<file path="config.mk">
export PLATFORM = sky130hd
export DESIGN_NAME = mem_access_unit
export DESIGN_NICKNAME = d
export VERILOG_FILES = /design/src/rtl/mem_access_unit_pkg.sv /design/src/rtl/mem_access_unit_align.sv /design/src/rtl/mem_access_unit.sv
export SDC_FILE = /design/constraint.sdc
export NUM_CORES = 1
export LEC_CHECK = 0
export CELL_PAD_IN_SITES_DETAIL_PLACEMENT = 0
export CELL_PAD_IN_SITES_GLOBAL_PLACEMENT = 1
export CORE_ASPECT_RATIO = 1.2
export CORE_MARGIN = 2
export CORE_UTILIZATION = 31
export DETAILED_ROUTE_END_ITERATION = 10
export GPL_TIMING_DRIVEN = 1
export PLACE_DENSITY_LB_ADDON = 0.1
export REMOVE_ABC_BUFFERS = 1
export SETUP_SLACK_MARGIN = 0.05
export SLEW_MARGIN = 5
export SYNTH_ARGS = -nofsm -noshare
export SYNTH_HDL_FRONTEND = slang
export SYNTH_SLANG_ARGS = --single-unit
</file>
<file path="constraint.sdc">
create_clock -name clk -period 2.5 [get_ports clk]
set_clock_uncertainty 0.2 [all_clocks]
set_input_delay 0.5 -clock clk [delete_from_list [all_inputs] [get_ports clk]]
set_output_delay 0.5 -clock clk [all_outputs]
set_load 0.01 [all_outputs]
</file>
<file path="src/rtl/mem_access_unit_pkg.sv">
// Shared definitions for the memory access unit.
// Holds the operation encodings, the memory-operation and alignment
// predicates, the FSM state enum and the store lane-mask helper.
package mem_access_unit_pkg;

    localparam int W_OPER = 4;
    localparam int W_ADDR = 32;

    // Code 0 is "not a memory operation"; loads and stores occupy 1..8.
    localparam logic [W_OPER-1:0] OP_NONE = 4'd0;
    localparam logic [W_OPER-1:0] OP_LB   = 4'd1;
    localparam logic [W_OPER-1:0] OP_LBU  = 4'd2;
    localparam logic [W_OPER-1:0] OP_LH   = 4'd3;
    localparam logic [W_OPER-1:0] OP_LHU  = 4'd4;
    localparam logic [W_OPER-1:0] OP_LW   = 4'd5;
    localparam logic [W_OPER-1:0] OP_SB   = 4'd6;
    localparam logic [W_OPER-1:0] OP_SH   = 4'd7;
    localparam logic [W_OPER-1:0] OP_SW   = 4'd8;

    typedef enum logic [1:0] {
        ST_IDLE = 2'd0,
        ST_REQ  = 2'd1,
        ST_DONE = 2'd2
    } state_e;

    function automatic logic is_mem_op(input logic [W_OPER-1:0] op);
        return (op >= OP_LB) && (op <= OP_SW);
    endfunction

    // Halfwords need addr[0]==0, words need addr[1:0]==0.
    function automatic logic misaligned(input logic [W_OPER-1:0] op,
                                        input logic [1:0]        lo);
        logic m;
        m = 1'b0;
        case (op)
            OP_LH, OP_LHU, OP_SH: m = lo[0];
            OP_LW, OP_SW:         m = |lo;
            default:              m = 1'b0;
        endcase
        return m;
    endfunction

    // Byte-lane mask at lane 0 for a store; loads write no lanes.
    function automatic logic [3:0] lane_mask(input logic [W_OPER-1:0] op);
        logic [3:0] m;
        case (op)
            OP_SB:   m = 4'h1;
            OP_SH:   m = 4'h3;
            OP_SW:   m = 4'hF;
            default: m = 4'h0;
        endcase
        return m;
    endfunction

endpackage

</file>
<file path="src/rtl/mem_access_unit_align.sv">
// mem_lane_align: combinational lane steering for the memory access unit.
// Store side: byte-lane write enables and lane-replicated store data.
// Load side: selects the byte/halfword/word at lane 'off' and extends it.
// Ports:
//   oper      in  operation code
//   off       in  byte offset within the bus word
//   st_data   in  store source (low 32 bits of the store operand)
//   rdata     in  captured bus read data
//   we        out byte-lane write enables
//   wdata_rep out store data replicated across all lanes
//   load_data out extended load result (0 for stores)
module mem_lane_align
    import mem_access_unit_pkg::*;
#(
    parameter  int DATA_W = 32,
    localparam int LANES  = DATA_W / 8,
    localparam int OFF_W  = $clog2(LANES)
) (
    input  logic [W_OPER-1:0] oper,
    input  logic [OFF_W-1:0]  off,
    input  logic [31:0]       st_data,
    input  logic [DATA_W-1:0] rdata,
    output logic [LANES-1:0]  we,
    output logic [DATA_W-1:0] wdata_rep,
    output logic [DATA_W-1:0] load_data
);

    logic [DATA_W-1:0] shifted;

    always_comb begin
        we = LANES'(lane_mask(oper)) << off;

        wdata_rep = '0;
        case (oper)
            OP_SB:   wdata_rep = {LANES{st_data[7:0]}};
            OP_SH:   wdata_rep = {(LANES/2){st_data[15:0]}};
            OP_SW:   wdata_rep = {(LANES/4){st_data[31:0]}};
            default: wdata_rep = '0;
        endcase

        // Bring the addressed lane down to bit 0, then extend by size.
        shifted   = rdata >> {off, 3'b000};
        load_data = '0;
        case (oper)
            OP_LB:   load_data = DATA_W'($signed(shifted[7:0]));
            OP_LBU:  load_data = DATA_W'(shifted[7:0]);
            OP_LH:   load_data = DATA_W'($signed(shifted[15:0]));
            OP_LHU:  load_data = DATA_W'(shifted[15:0]);
            // On a 64-bit bus a word load is sign-extended.
            OP_LW:   load_data = DATA_W'($signed(shifted[31:0]));
            default: load_data = '0;
        endcase
    end

endmodule

</file>
<file path="src/rtl/mem_access_unit.sv">
// mem_access_unit: issues one load/store on a simple data bus per
// pipeline request, with alignment checking and a bus timeout.
// Ports:
//   clk, rst                 clock, synchronous active-high reset
//   req_valid/oper/addr/wdata pipeline request (held stable while stall=1)
//   stall                    pipeline must hold its inputs
//   resp_valid               one-cycle completion pulse
//   load_data, bus_err       response, valid with resp_valid
//   addr_err                 combinational misalignment flag
//   dbus_*                   data-bus request / response
//   dbg_state                current FSM state
// Bus handshake: dbus_en is held with stable dbus_we/addr/wdata from the
// first REQ cycle until the cycle in which dbus_ready=1; that cycle
// completes the transfer and dbus_rdata is sampled in it.
module mem_access_unit
    import mem_access_unit_pkg::*;
#(
    parameter  int DATA_W  = 32,
    parameter  int TIMEOUT = 16,
    localparam int LANES   = DATA_W / 8,
    localparam int OFF_W   = $clog2(LANES)
) (
    input  logic              clk,
    input  logic              rst,
    input  logic              req_valid,
    input  logic [W_OPER-1:0] oper,
    input  logic [W_ADDR-1:0] addr,
    input  logic [DATA_W-1:0] wdata,
    output logic              stall,
    output logic              resp_valid,
    output logic [DATA_W-1:0] load_data,
    output logic              addr_err,
    output logic              bus_err,
    output logic              dbus_en,
    output logic [LANES-1:0]  dbus_we,
    output logic [W_ADDR-1:0] dbus_addr,
    output logic [DATA_W-1:0] dbus_wdata,
    input  logic [DATA_W-1:0] dbus_rdata,
    input  logic              dbus_ready,
    output state_e            dbg_state
);

    localparam int WAIT_W = $clog2(TIMEOUT + 1);

    state_e            state_q, state_d;
    logic [W_OPER-1:0] oper_q, oper_d;
    logic [W_ADDR-1:0] addr_q, addr_d;
    logic [31:0]       wdata_q, wdata_d;
    logic [DATA_W-1:0] rdata_q, rdata_d;
    logic              bus_err_q, bus_err_d;
    logic [WAIT_W-1:0] wait_q, wait_d;

    logic              accept;
    logic [LANES-1:0]  align_we;
    logic [DATA_W-1:0] align_load;

    // Stores never use more than a word, so only the low 32 bits are kept.
    logic [DATA_W-1:0] unused_wdata_hi;
    assign unused_wdata_hi = wdata;

    mem_lane_align #(.DATA_W(DATA_W)) u_align (
        .oper      (oper_q),
        .off       (addr_q[OFF_W-1:0]),
        .st_data   (wdata_q),
        .rdata     (rdata_q),
        .we        (align_we),
        .wdata_rep (dbus_wdata),
        .load_data (align_load)
    );

    always_comb begin
        addr_err = req_valid && is_mem_op(oper) && misaligned(oper, addr[1:0]);
        accept   = (state_q == ST_IDLE) && req_valid && is_mem_op(oper) && !addr_err;

        state_d   = state_q;
        oper_d    = oper_q;
        addr_d    = addr_q;
        wdata_d   = wdata_q;
        rdata_d   = rdata_q;
        bus_err_d = bus_err_q;
        wait_d    = wait_q;

        case (state_q)
            ST_IDLE: begin
                if (accept) begin
                    oper_d    = oper;
                    addr_d    = addr;
                    wdata_d   = wdata[31:0];
                    rdata_d   = '0;
                    bus_err_d = 1'b0;
                    wait_d    = '0;
                    state_d   = ST_REQ;
                end
            end
            ST_REQ: begin
                // A ready arriving in the timeout cycle still completes normally.
                if (dbus_ready) begin
                    rdata_d   = dbus_rdata;
                    bus_err_d = 1'b0;
                    state_d   = ST_DONE;
                end else begin
                    wait_d = wait_q + WAIT_W'(1);
                    if (wait_q == WAIT_W'(TIMEOUT - 1)) begin
                        rdata_d   = '0;
                        bus_err_d = 1'b1;
                        state_d   = ST_DONE;
                    end
                end
            end
            ST_DONE: state_d = ST_IDLE;
            default: state_d = ST_IDLE;
        endcase

        stall      = accept || (state_q == ST_REQ);
        dbus_en    = (state_q == ST_REQ);
        dbus_we    = dbus_en ? align_we : '0;
        dbus_addr  = {addr_q[W_ADDR-1:OFF_W], {OFF_W{1'b0}}};
        resp_valid = (state_q == ST_DONE);
        bus_err    = resp_valid && bus_err_q;
        load_data  = (resp_valid && !bus_err_q) ? align_load : '0;
        dbg_state  = state_q;
    end

    always_ff @(posedge clk) begin
        if (rst) begin
            state_q   <= ST_IDLE;
            oper_q    <= OP_NONE;
            addr_q    <= '0;
            wdata_q   <= '0;
            rdata_q   <= '0;
            bus_err_q <= 1'b0;
            wait_q    <= '0;
        end else begin
            state_q   <= state_d;
            oper_q    <= oper_d;
            addr_q    <= addr_d;
            wdata_q   <= wdata_d;
            rdata_q   <= rdata_d;
            bus_err_q <= bus_err_d;
            wait_q    <= wait_d;
        end
    end

endmodule
</file>
-- Word-level counts from Yosys, hierarchy flattened
Index checks and enable logic that the tools add are counted.
- bits in registers: 108
- bits in latches: 0
- bits in writable memories: 0
- memory bits (read-only): 0
- memories kept: 0
- $add $sub $neg: 1
- multipliers: 0
- divide/modulo/power cells: 0
- magnitude comparators: 2
- equal/unequal tests: 19
- shift operators: 2
- muxes and demuxes: 21
- bitwise logic cells: 0
- reduce and logical (&&, ||, !) cells: 20
- operator list (kind ; number):
    $pmux 32 s5 ; 1
    $mux 32 ; 4
    $pmux 32 s3 ; 1
    $pmux 32 s2 ; 1
    $shr 32x5->32 ; 1
    $eq 4x3->1 const B ; 7
    $eq 4x2->1 const B ; 3
    $pmux 4 s3 ; 1
    $mux 5 ; 2
    $pmux 5 s2 ; 1
    $eq 4x4->1 const B ; 2
    $logic_and 1x1->1 ; 8
    $mux 2 ; 3
    $reduce_and 3->1 ; 2
    $add 5x1->5 const B ; 1
    $eq 5x4->1 const B ; 1
    $eq 4x1->1 const B ; 1
    $ge 4x1->1 const B ; 1
    $le 4x4->1 const B ; 1
    $mux 4 ; 1
    $ne 2x2->1 const B ; 2
    $pmux 1 s2 ; 2
    $pmux 2 s2 ; 1
    $reduce_and 2->1 ; 2
    11 further kinds ; 15

-- Depth between registers and ports, before layout
Gate-level depths: netlist of the first run.
- depth in word-level cells: 8
- mapped depth: 8
- depth with buffers taken out: 7

-- Modules after synthesis
From an unflattened synthesis of the first run, not the netlist that was laid out.
- cells, all modules: 681
- area, all modules: 6299.8 µm²
- by module, submodules not included (module ; times used ; cells an instance ; area an instance (µm²)):
    mem_access_unit ; 1 ; 504 ; 5006.1
    mem_lane_align ; 1 ; 177 ; 1293.7

-- Worst setup path before layout of the first run
OpenSTA, ideal clock, no wires.
- path kind: input -> output
- from: input oper[3]
- to: output stall
- arrival time: 1.857 ns
- required time: 1.800 ns
- setup slack: -0.057 ns
- cell stages on the path: 5
- buffers on the path: 1
- cell sequence: or4_1 and4_1 nand3_1 clkbuf_1 nand2_1
- word-level cells in the longest chain between the ends: 7
- elaborated cells on any way between the ends: 17
- ends and longest elaborated chain (item ; line ; source):
    start, declared ; mem_access_unit.sv:26 ; input logic [W_OPER-1:0] oper,
    $eq 4x2->1, or another cell as far along ; mem_access_unit_pkg.sv:35 ; case (op)
    $reduce_or 3->1, or another cell as far along ; mem_access_unit_pkg.sv:35 ;
    $pmux 1 s2 / $logic_and 1x1->1 (equally long branches) ; mem_access_unit_pkg.sv:35, mem_access_unit.sv:72 ;
    $logic_and 1x1->1 ; mem_access_unit.sv:72 ; addr_err = req_valid && is_mem_op(oper) && misaligned(oper, addr[1:0]);
    $logic_not 1->1 ; mem_access_unit.sv:73 ; accept = (state_q == ST_IDLE) && req_valid && is_mem_op(oper) && !addr_err;
    $logic_and 1x1->1 * ; mem_access_unit.sv:73 ;
    $logic_or 1x1->1 * ; mem_access_unit.sv:114 ; stall = accept || (state_q == ST_REQ);
    end, declared ; mem_access_unit.sv:29 ; output logic stall,
Every way passes the cells marked *; elsewhere a longest branch is shown, timed or not.

-- Final worst setup path of the first run
- from: register state_q[1], in the netlist dbg_state[1]
- to: output load_data[4]
- word-level cells in the longest chain between the ends: 3
- ends and longest elaborated chain (item ; line ; source):
    start, declared ; mem_access_unit.sv:45 ; state_e state_q, state_d;
    start signal, assigned ; mem_access_unit.sv:134 ; state_q <= state_d;
    $eq 2x2->1 ; mem_access_unit.sv:118 ; resp_valid = (state_q == ST_DONE);
    $logic_and 1x1->1 ; mem_access_unit.sv:120 ; load_data = (resp_valid && !bus_err_q) ? align_load : '0;
    $mux 32 ; mem_access_unit.sv:120 ;
    end, declared ; mem_access_unit.sv:31 ; output logic [DATA_W-1:0] load_data,
No other way between the ends.

==> results of run 1 <==
critical path: cells and delay by family, from the launching register on:
kind,cells,cell delay (ns)
AO/OA/AOI/OAI,1,0.14
buffers and inverters,3,0.48
flip-flops,1,0.33
AND/OR/NAND/NOR,3,0.66
worst paths after layout:
| path | slack [ns] | to | start | cells past startpoint |
|---|---|---|---|---|
| worst max register to register | 0.46 | wdata_q[21]$_SDFFE_PP0P_ | dbg_state[0]$_SDFFE_PP0P_ | 8 |
| worst min register to register | 0.26 | addr_q[24]$_SDFFE_PP0P_ | addr_q[24]$_SDFFE_PP0P_ | 2 |
| worst max-delay path | -0.15 | load_data[4] | dbg_state[1]$_SDFFE_PP0P_ | 7 |
| worst min-delay path | 0.26 | addr_q[24]$_SDFFE_PP0P_ | addr_q[24]$_SDFFE_PP0P_ | 2 |
metrics by stage:
stage / instance area (sq um) / util / power (uW)
3_3_place_gp: 7669 / 0.4586 / 2513
3_5_place_dp: 7669 / 0.4586 / 2522
5_1_grt: 8127 / 0.4860 / 4063
2_1_floorplan: 4762 / - / 2102
4_1_cts: 7996 / 0.4782 / 3936
6_report: 8127 / 0.4860 / 3878
cell type report:
type,count,area (sq um)
clock buffer,10,229.0
clock inverter,6,46.29
fill,1640,8594
inverter,4,15.01
multi-input combinational,481,2861
sequential,108,2180
tap,216,270.3
timing repair buffer,281,2525
cell usage after synthesis (all sizes together) (4+ instances only):
cell type,n,share of area
nor2b,14,0.017
nand2,206,0.15
a22o,39,0.065
nor3,6,0.0079
o21ai,9,0.0086
and2,10,0.012
inv,4,0.0029
dfxtp,108,0.41
mux2,10,0.022
a211oi,15,0.022
mux2i,10,0.019
nand3,5,0.0048
buf,39,0.057
nor2,14,0.010
clkbuf,46,0.033
a22oi,7,0.010
a21oi,101,0.097
per-layer routing:
layer  share of wire  track usage
met1            0.43       0.2320
met2            0.49       0.3308
met3           0.076      0.05313
met4           0.012      0.06034
met5               0            0
kinds of logic after synthesis:
| family | Yosys count | synth area share |
|---|---|---|
| simple gates | 273 | 0.2245 |
| buf+inv | 89 | 0.09284 |
| flops | 108 | 0.4135 |
| other cells | 1 | 0.0007172 |
| fa+ha+maj | 2 | 0.004785 |
| compound gates | 182 | 0.2197 |
| mux | 20 | 0.04068 |
| xor+xnor | 2 | 0.003351 |
flip-flops by register name (all words and copies together) (netlist names):
| register | flops |
|---|---|
| rdata_q | 32 |
| addr_q | 32 |
| bus_err_q | 1 |
| dbg_state | 2 |
| wdata_q | 32 |
| oper_q | 4 |
| wait_q | 5 |
power groups by stage:
stage	Clock [uW]	Sequential, uW	Combinational [uW]
after floorplan	0	1900	202
after global placement	0	1880	634
after detailed placement	0	1880	641
after CTS	1420	1840	673
after global routing	1470	1860	735
final	1360	1850	677
what timing repair did:
item,4_1_cts,5_1_grt
pin swaps,10,30
buffers inserted,10,1
resized for setup,362,62
hold buffers,0,0
endpoints found under the setup margin,175,134
gates cloned,3,0
==> flow_metrics.env, run 1 <==
export IMPL_antenna_found_initial=0
export IMPL_hold_viol_final=0
export IMPL_switching_share=0.2672
export IMPL_placed_cells=1080
export IMPL_power_density_mw_per_mm2=477.2
export IMPL_syn_area_per_cell_sq_um=7.723
export IMPL_nets=991
export IMPL_final_cells=1106
export IMPL_drtIter0Drc=283
export IMPL_core_sq_mm=0.01672
export IMPL_tns_ns=-2.631
export IMPL_outcome="finished, violations left"
export IMPL_cap_violations=0
export IMPL_grt_setup_unrepaired="true"
export IMPL_synthToLayoutAreaGrowth_pct=55.42
export IMPL_cp_start_kind="flop"
export IMPL_fin_crit_sh=1.059
export IMPL_p_switching_uw=1036
export IMPL_ys_ff_latch=108
export IMPL_die_y_um=146.3
export IMPL_worst_path_max_fanout=10
export IMPL_grt_max_degree=73
export IMPL_synth_edf_count=0
export IMPL_num_rows=52
export IMPL_setup_slack_ns=-0.1476
export IMPL_comb_power_share=0.174
export IMPL_initial_core_util=0.3127
export IMPL_wl_per_cell_um=15.88
export IMPL_cp_required_ns=1.80
export IMPL_firstDrtPassIters=4
export IMPL_failed_checks="negative setup slack"
export IMPL_setup_viol=32
export IMPL_layout_commonest_cell="nand2_1"
export IMPL_dp_hpwl_mm=12.14
export IMPL_pwr_share_seq=0.476
export IMPL_min_period_ns=2.648
export IMPL_drv_slew=0
export IMPL_ys_flop_type="dfxtp_1"
export IMPL_clk_pin_slew_ns=0.07
export IMPL_first_global_vias=5359
export IMPL_ys_async_sr_fraction=0
export IMPL_insertedDiodeCount=0
export IMPL_slowest_stage="or4_4"
export IMPL_path_cells="nor2b_4 > nand2_1 > or4_4 > buf_8 > buf_4 > a211oi_2 > buf_2"
export IMPL_layout_drive_gt1_share=0.2753
export IMPL_antenna_left=0
export IMPL_critPathMaxStageDelay_ns=0.46
export IMPL_synthCells=677
export IMPL_cts_buffers=9
export IMPL_relSlewSlack=0.6268
export IMPL_yosysSeqAreaShare=0.4135
export IMPL_routed_wl_mm=17.56
export IMPL_hold_class="flop to flop"
export IMPL_cts_sinks=108
export IMPL_h_tree_depth=3
export IMPL_ir_drop_v=0.0002603
export IMPL_dieArea_sq_mm=0.01793
export IMPL_max_freq_mhz=377.7
export IMPL_vias_per_cell=4.864
export IMPL_yosysWarningCount=0
export IMPL_grt_total_usage=0.1930
export IMPL_worstMarginPinSlew_ns=0.5599
export IMPL_ioPinCount=211
export IMPL_cp_arrival_ns=1.95
export IMPL_critPathKind="flop to output port"
export IMPL_portBuffers=208
export IMPL_cts_tree="yes"
export IMPL_vias=5380
export IMPL_p_leak_uw=0.003224
export IMPL_cts_buffer_depth=2
export IMPL_internal_power_uw=2842
export IMPL_place_gp_congestion=0.7899
export IMPL_overflow=0
export IMPL_whs_ns=0.2565
export IMPL_insertion_delay_ns=0.34
export IMPL_synth_distinct_cells=47
export IMPL_netlist_area_sq_mm=0.005229
export IMPL_final_cell_mix="nand2_1 (199), clkdlybuf4s50_1 (129), dfxtp_1 (102), a21oi_1 (80), buf_2 (57)"
export IMPL_die_w_um=122.6
export IMPL_grt_pass1_wl_mm=27.75
export IMPL_post_place_ws_ns=-0.6647
export IMPL_root_buffer="clkbuf_16"
export IMPL_drc=0
export IMPL_worstSetupEndpointType="output port"
export IMPL_pwr_share_clk=0.349
(Power assumes the default switching activity.)
==> run 2: changes to the inputs <==
--- a/config.mk
+++ b/config.mk
@@ -13,6 +13,7 @@
 export DETAILED_ROUTE_END_ITERATION = 10
 export GPL_TIMING_DRIVEN = 1
 export PLACE_DENSITY_LB_ADDON = 0.1
+export RECOVER_POWER = 100
 export REMOVE_ABC_BUFFERS = 1
 export SETUP_SLACK_MARGIN = 0.05
 export SLEW_MARGIN = 5
==> run 2 against run 1 <==
  * The run still ends with negative setup slack left
  * Via count about the same
  * First-iteration DRC count increased by 0.71%
  * Clock-buffer cell count unchanged
  * Non-clock buffer count unchanged
  * Flip-flop and latch count unchanged
  * Hold slack got worse by 0.0027 ns
  * Register-to-register slack got worse by 0.13 ns
  * Core utilization decreased by 0.43 points
  * Setup slack improved by 0.00087 ns
  * Critical path type unchanged
  * Critical endpoint unchanged
  * Largest cell class unchanged
==> flow_metrics.env, run 2 (synthesis results as in run 1) <==
export IMPL_insertion_delay_ns=0.34
export IMPL_worstSetupEndpointType="output port"
export IMPL_final_cell_mix="nand2_1 (200), dfxtp_1 (102), clkdlybuf4s50_1 (96), a21oi_1 (80), buf_4 (55)"
export IMPL_first_global_vias=5359
export IMPL_layout_commonest_cell="nand2_1"
export IMPL_hold_end="addr_q[24]$_SDFFE_PP0P_"
export IMPL_placed_cells=1080
export IMPL_hold_viol_final=0
export IMPL_fillCellCount=1655
export IMPL_grt_total_usage=0.1930
export IMPL_placed_cell_area_sq_mm=0.007669
export IMPL_cts_tree="yes"
export IMPL_antenna_found_initial=0
export IMPL_grt_setup_unrepaired="true"
export IMPL_power_density_mw_per_mm2=478.6
export IMPL_portBuffers=208
export IMPL_routed_wl_mm=17.49
export IMPL_grt_max_degree=73
export IMPL_pwr_share_seq=0.479
export IMPL_p_leak_uw=0.003272
export IMPL_hp_start="addr_q[24]$_SDFFE_PP0P_"
export IMPL_critPathKind="flop to output port"
export IMPL_cp_required_ns=1.80
export IMPL_r2r_cells=8
export IMPL_comb_power_share=0.169
export IMPL_worstMarginPinSlew_ns=0.7820
export IMPL_firstDrtPassIters=4
export IMPL_min_period_ns=2.647
export IMPL_final_cells=1106
export IMPL_reg_largest_list="addr_q (32), rdata_q (32), wdata_q (32)"
export IMPL_cp_arrival_ns=1.95
export IMPL_timing_rr_end="rdata_q[16]$_SDFFE_PP0P_"
export IMPL_dieArea_sq_mm=0.01793
export IMPL_setup_viol=32
export IMPL_drv_slew=0
export IMPL_clk_pin_slew_ns=0.07
export IMPL_internal_power_uw=2822
export IMPL_ioPinCount=211
export IMPL_pwr_share_clk=0.352
export IMPL_die_w_um=122.6
export IMPL_failed_checks="negative setup slack"
export IMPL_cap_violations=0
export IMPL_wl_per_cell_um=15.81
export IMPL_cts_buffer_depth=2
export IMPL_fin_util=0.4817
export IMPL_h_tree_depth=3
export IMPL_nets=991
export IMPL_whs_ns=0.2538
export IMPL_tns_ns=-2.628
export IMPL_initial_core_util=0.3127
export IMPL_grt_pass1_wl_mm=27.75
export IMPL_setup_slack_ns=-0.1468
export IMPL_fin_crit_sh=1.059
export IMPL_switching_share=0.2679
export IMPL_antenna_left=0
export IMPL_r2r_start="wait_q[0]$_SDFFE_PP0P_"
export IMPL_vias=5385
export IMPL_hold_class="flop to flop"
export IMPL_hold_path_depth=2
export IMPL_vias_per_cell=4.869
export IMPL_drc=0
export IMPL_holdBufCountCts=0
export IMPL_ir_drop_v=0.0002597
export IMPL_drtIter0Drc=285
export IMPL_cts_buffers=9
export IMPL_finalInstanceArea_sq_mm=0.008054
export IMPL_place_gp_congestion=0.7899
export IMPL_rrSetupSlack_ns=0.33
export IMPL_max_freq_mhz=377.8
export IMPL_insertedDiodeCount=0
export IMPL_outcome="finished, violations left"
export IMPL_overflow=0
export IMPL_worst_path_max_fanout=10
export IMPL_p_switching_uw=1033
export IMPL_num_rows=52
export IMPL_relSlewSlack=0.4786
export IMPL_core_sq_mm=0.01672
export IMPL_layout_drive_gt1_share=0.2663
export IMPL_dp_hpwl_mm=12.14
export IMPL_root_buffer="clkbuf_16"
export IMPL_synthToLayoutAreaGrowth_pct=54.03
export IMPL_die_y_um=146.3
export IMPL_cts_sinks=108
export IMPL_cp_start_kind="flop"
[run 2: cell count changes in the layout (fill, tap and decap cells not counted), sizes merged]
cell,before,now
clkdlybuf4s50,129,96
clkdlybuf4s25,0,1
dlymetal6s2s,1,0
clkbuf,14,24
dlygate4sd3,0,33
buf,145,135
[run 2: power groups by stage]
stage / clock, uW / combinational (uW) / sequential (uW)
3_5_place_dp: 0 / 641 / 1880
5_1_grt: 1470 / 711 / 1860
2_1_floorplan: 0 / 202 / 1900
3_3_place_gp: 0 / 634 / 1880
4_1_cts: 1420 / 673 / 1840
6_report: 1360 / 653 / 1840
[run 2: what timing repair did]
item | CTS | global route
endpoints found under the setup margin | 175 | 134
resized for setup | 362 | 62
gates cloned | 3 | 0
pin swaps | 10 | 30
endpoints found under the hold margin | 0 | 0
setup buffers | 10 | 1
[run 2: final cells by class]
cell class | instances | area, sq um | share of cell area
flip-flops and latches | 108 | 2180 | 0.2706
multi-input cells | 481 | 2848 | 0.3536
inverters | 4 | 15.01 | 0.001864
clock inverters | 6 | 46.29 | 0.005748
repair buffers | 281 | 2466 | 0.3062
well taps | 216 | 270.3 | 0.03356
clock buffers | 10 | 229.0 | 0.02843
[run 2: worst max-delay path by stage]
stage / startpoint / end / slack, ns
finish: dbg_state[1]$_SDFFE_PP0P_ / load_data[4] / -0.15
global route: dbg_state[1]$_SDFFE_PP0P_ / load_data[6] / -0.23
CTS: dbg_state[1]$_SDFFE_PP0P_ / load_data[4] / -0.17
detailed placement: oper[0] / addr_err / -0.66
global placement: oper[0] / addr_err / -0.62
floorplan: oper[0] / stall / -0.97
[run 2: worst max-delay path, stage by stage, from the launching register on]
cell	delay [ns]
dfxtp_2	0.33
nor2b_4	0.14
nand2_1	0.06
or4_4	0.46
buf_8	0.18
buf_4	0.14
a211oi_2	0.14
buf_2	0.16
[run 2: per-layer routing]
metal | wire length (um) | share of wire | vias up | track usage
met5 | 0 | 0 | - | 0
met4 | 202 | 0.012 | 0 | 0.06034
met3 | 1354 | 0.077 | 13 | 0.05313
met2 | 8510 | 0.49 | 184 | 0.3308
met1 | 7419 | 0.42 | 2496 | 0.2320
li1 | - | - | 2692 | -
[run 2: through the flow]
stage	total power (uW)	setup WS, ns
finish	3854	-0.1468
global route	4038	-0.2254
CTS	3936	-0.1737
detailed placement	2522	-0.6647
global placement	2513	-0.6164
floorplan	2102	-0.9653
==> run 3: changes to the inputs <==
--- a/config.mk
+++ b/config.mk
@@ -12,6 +12,7 @@
 export CORE_UTILIZATION = 31
 export DETAILED_ROUTE_END_ITERATION = 10
 export GPL_TIMING_DRIVEN = 1
+export HOLD_SLACK_MARGIN = 0.08
 export PLACE_DENSITY_LB_ADDON = 0.1
 export RECOVER_POWER = 100
 export REMOVE_ABC_BUFFERS = 1
==> results of run 3 <==
No change in the layout: final DEF, timing and power equal those of run 2.
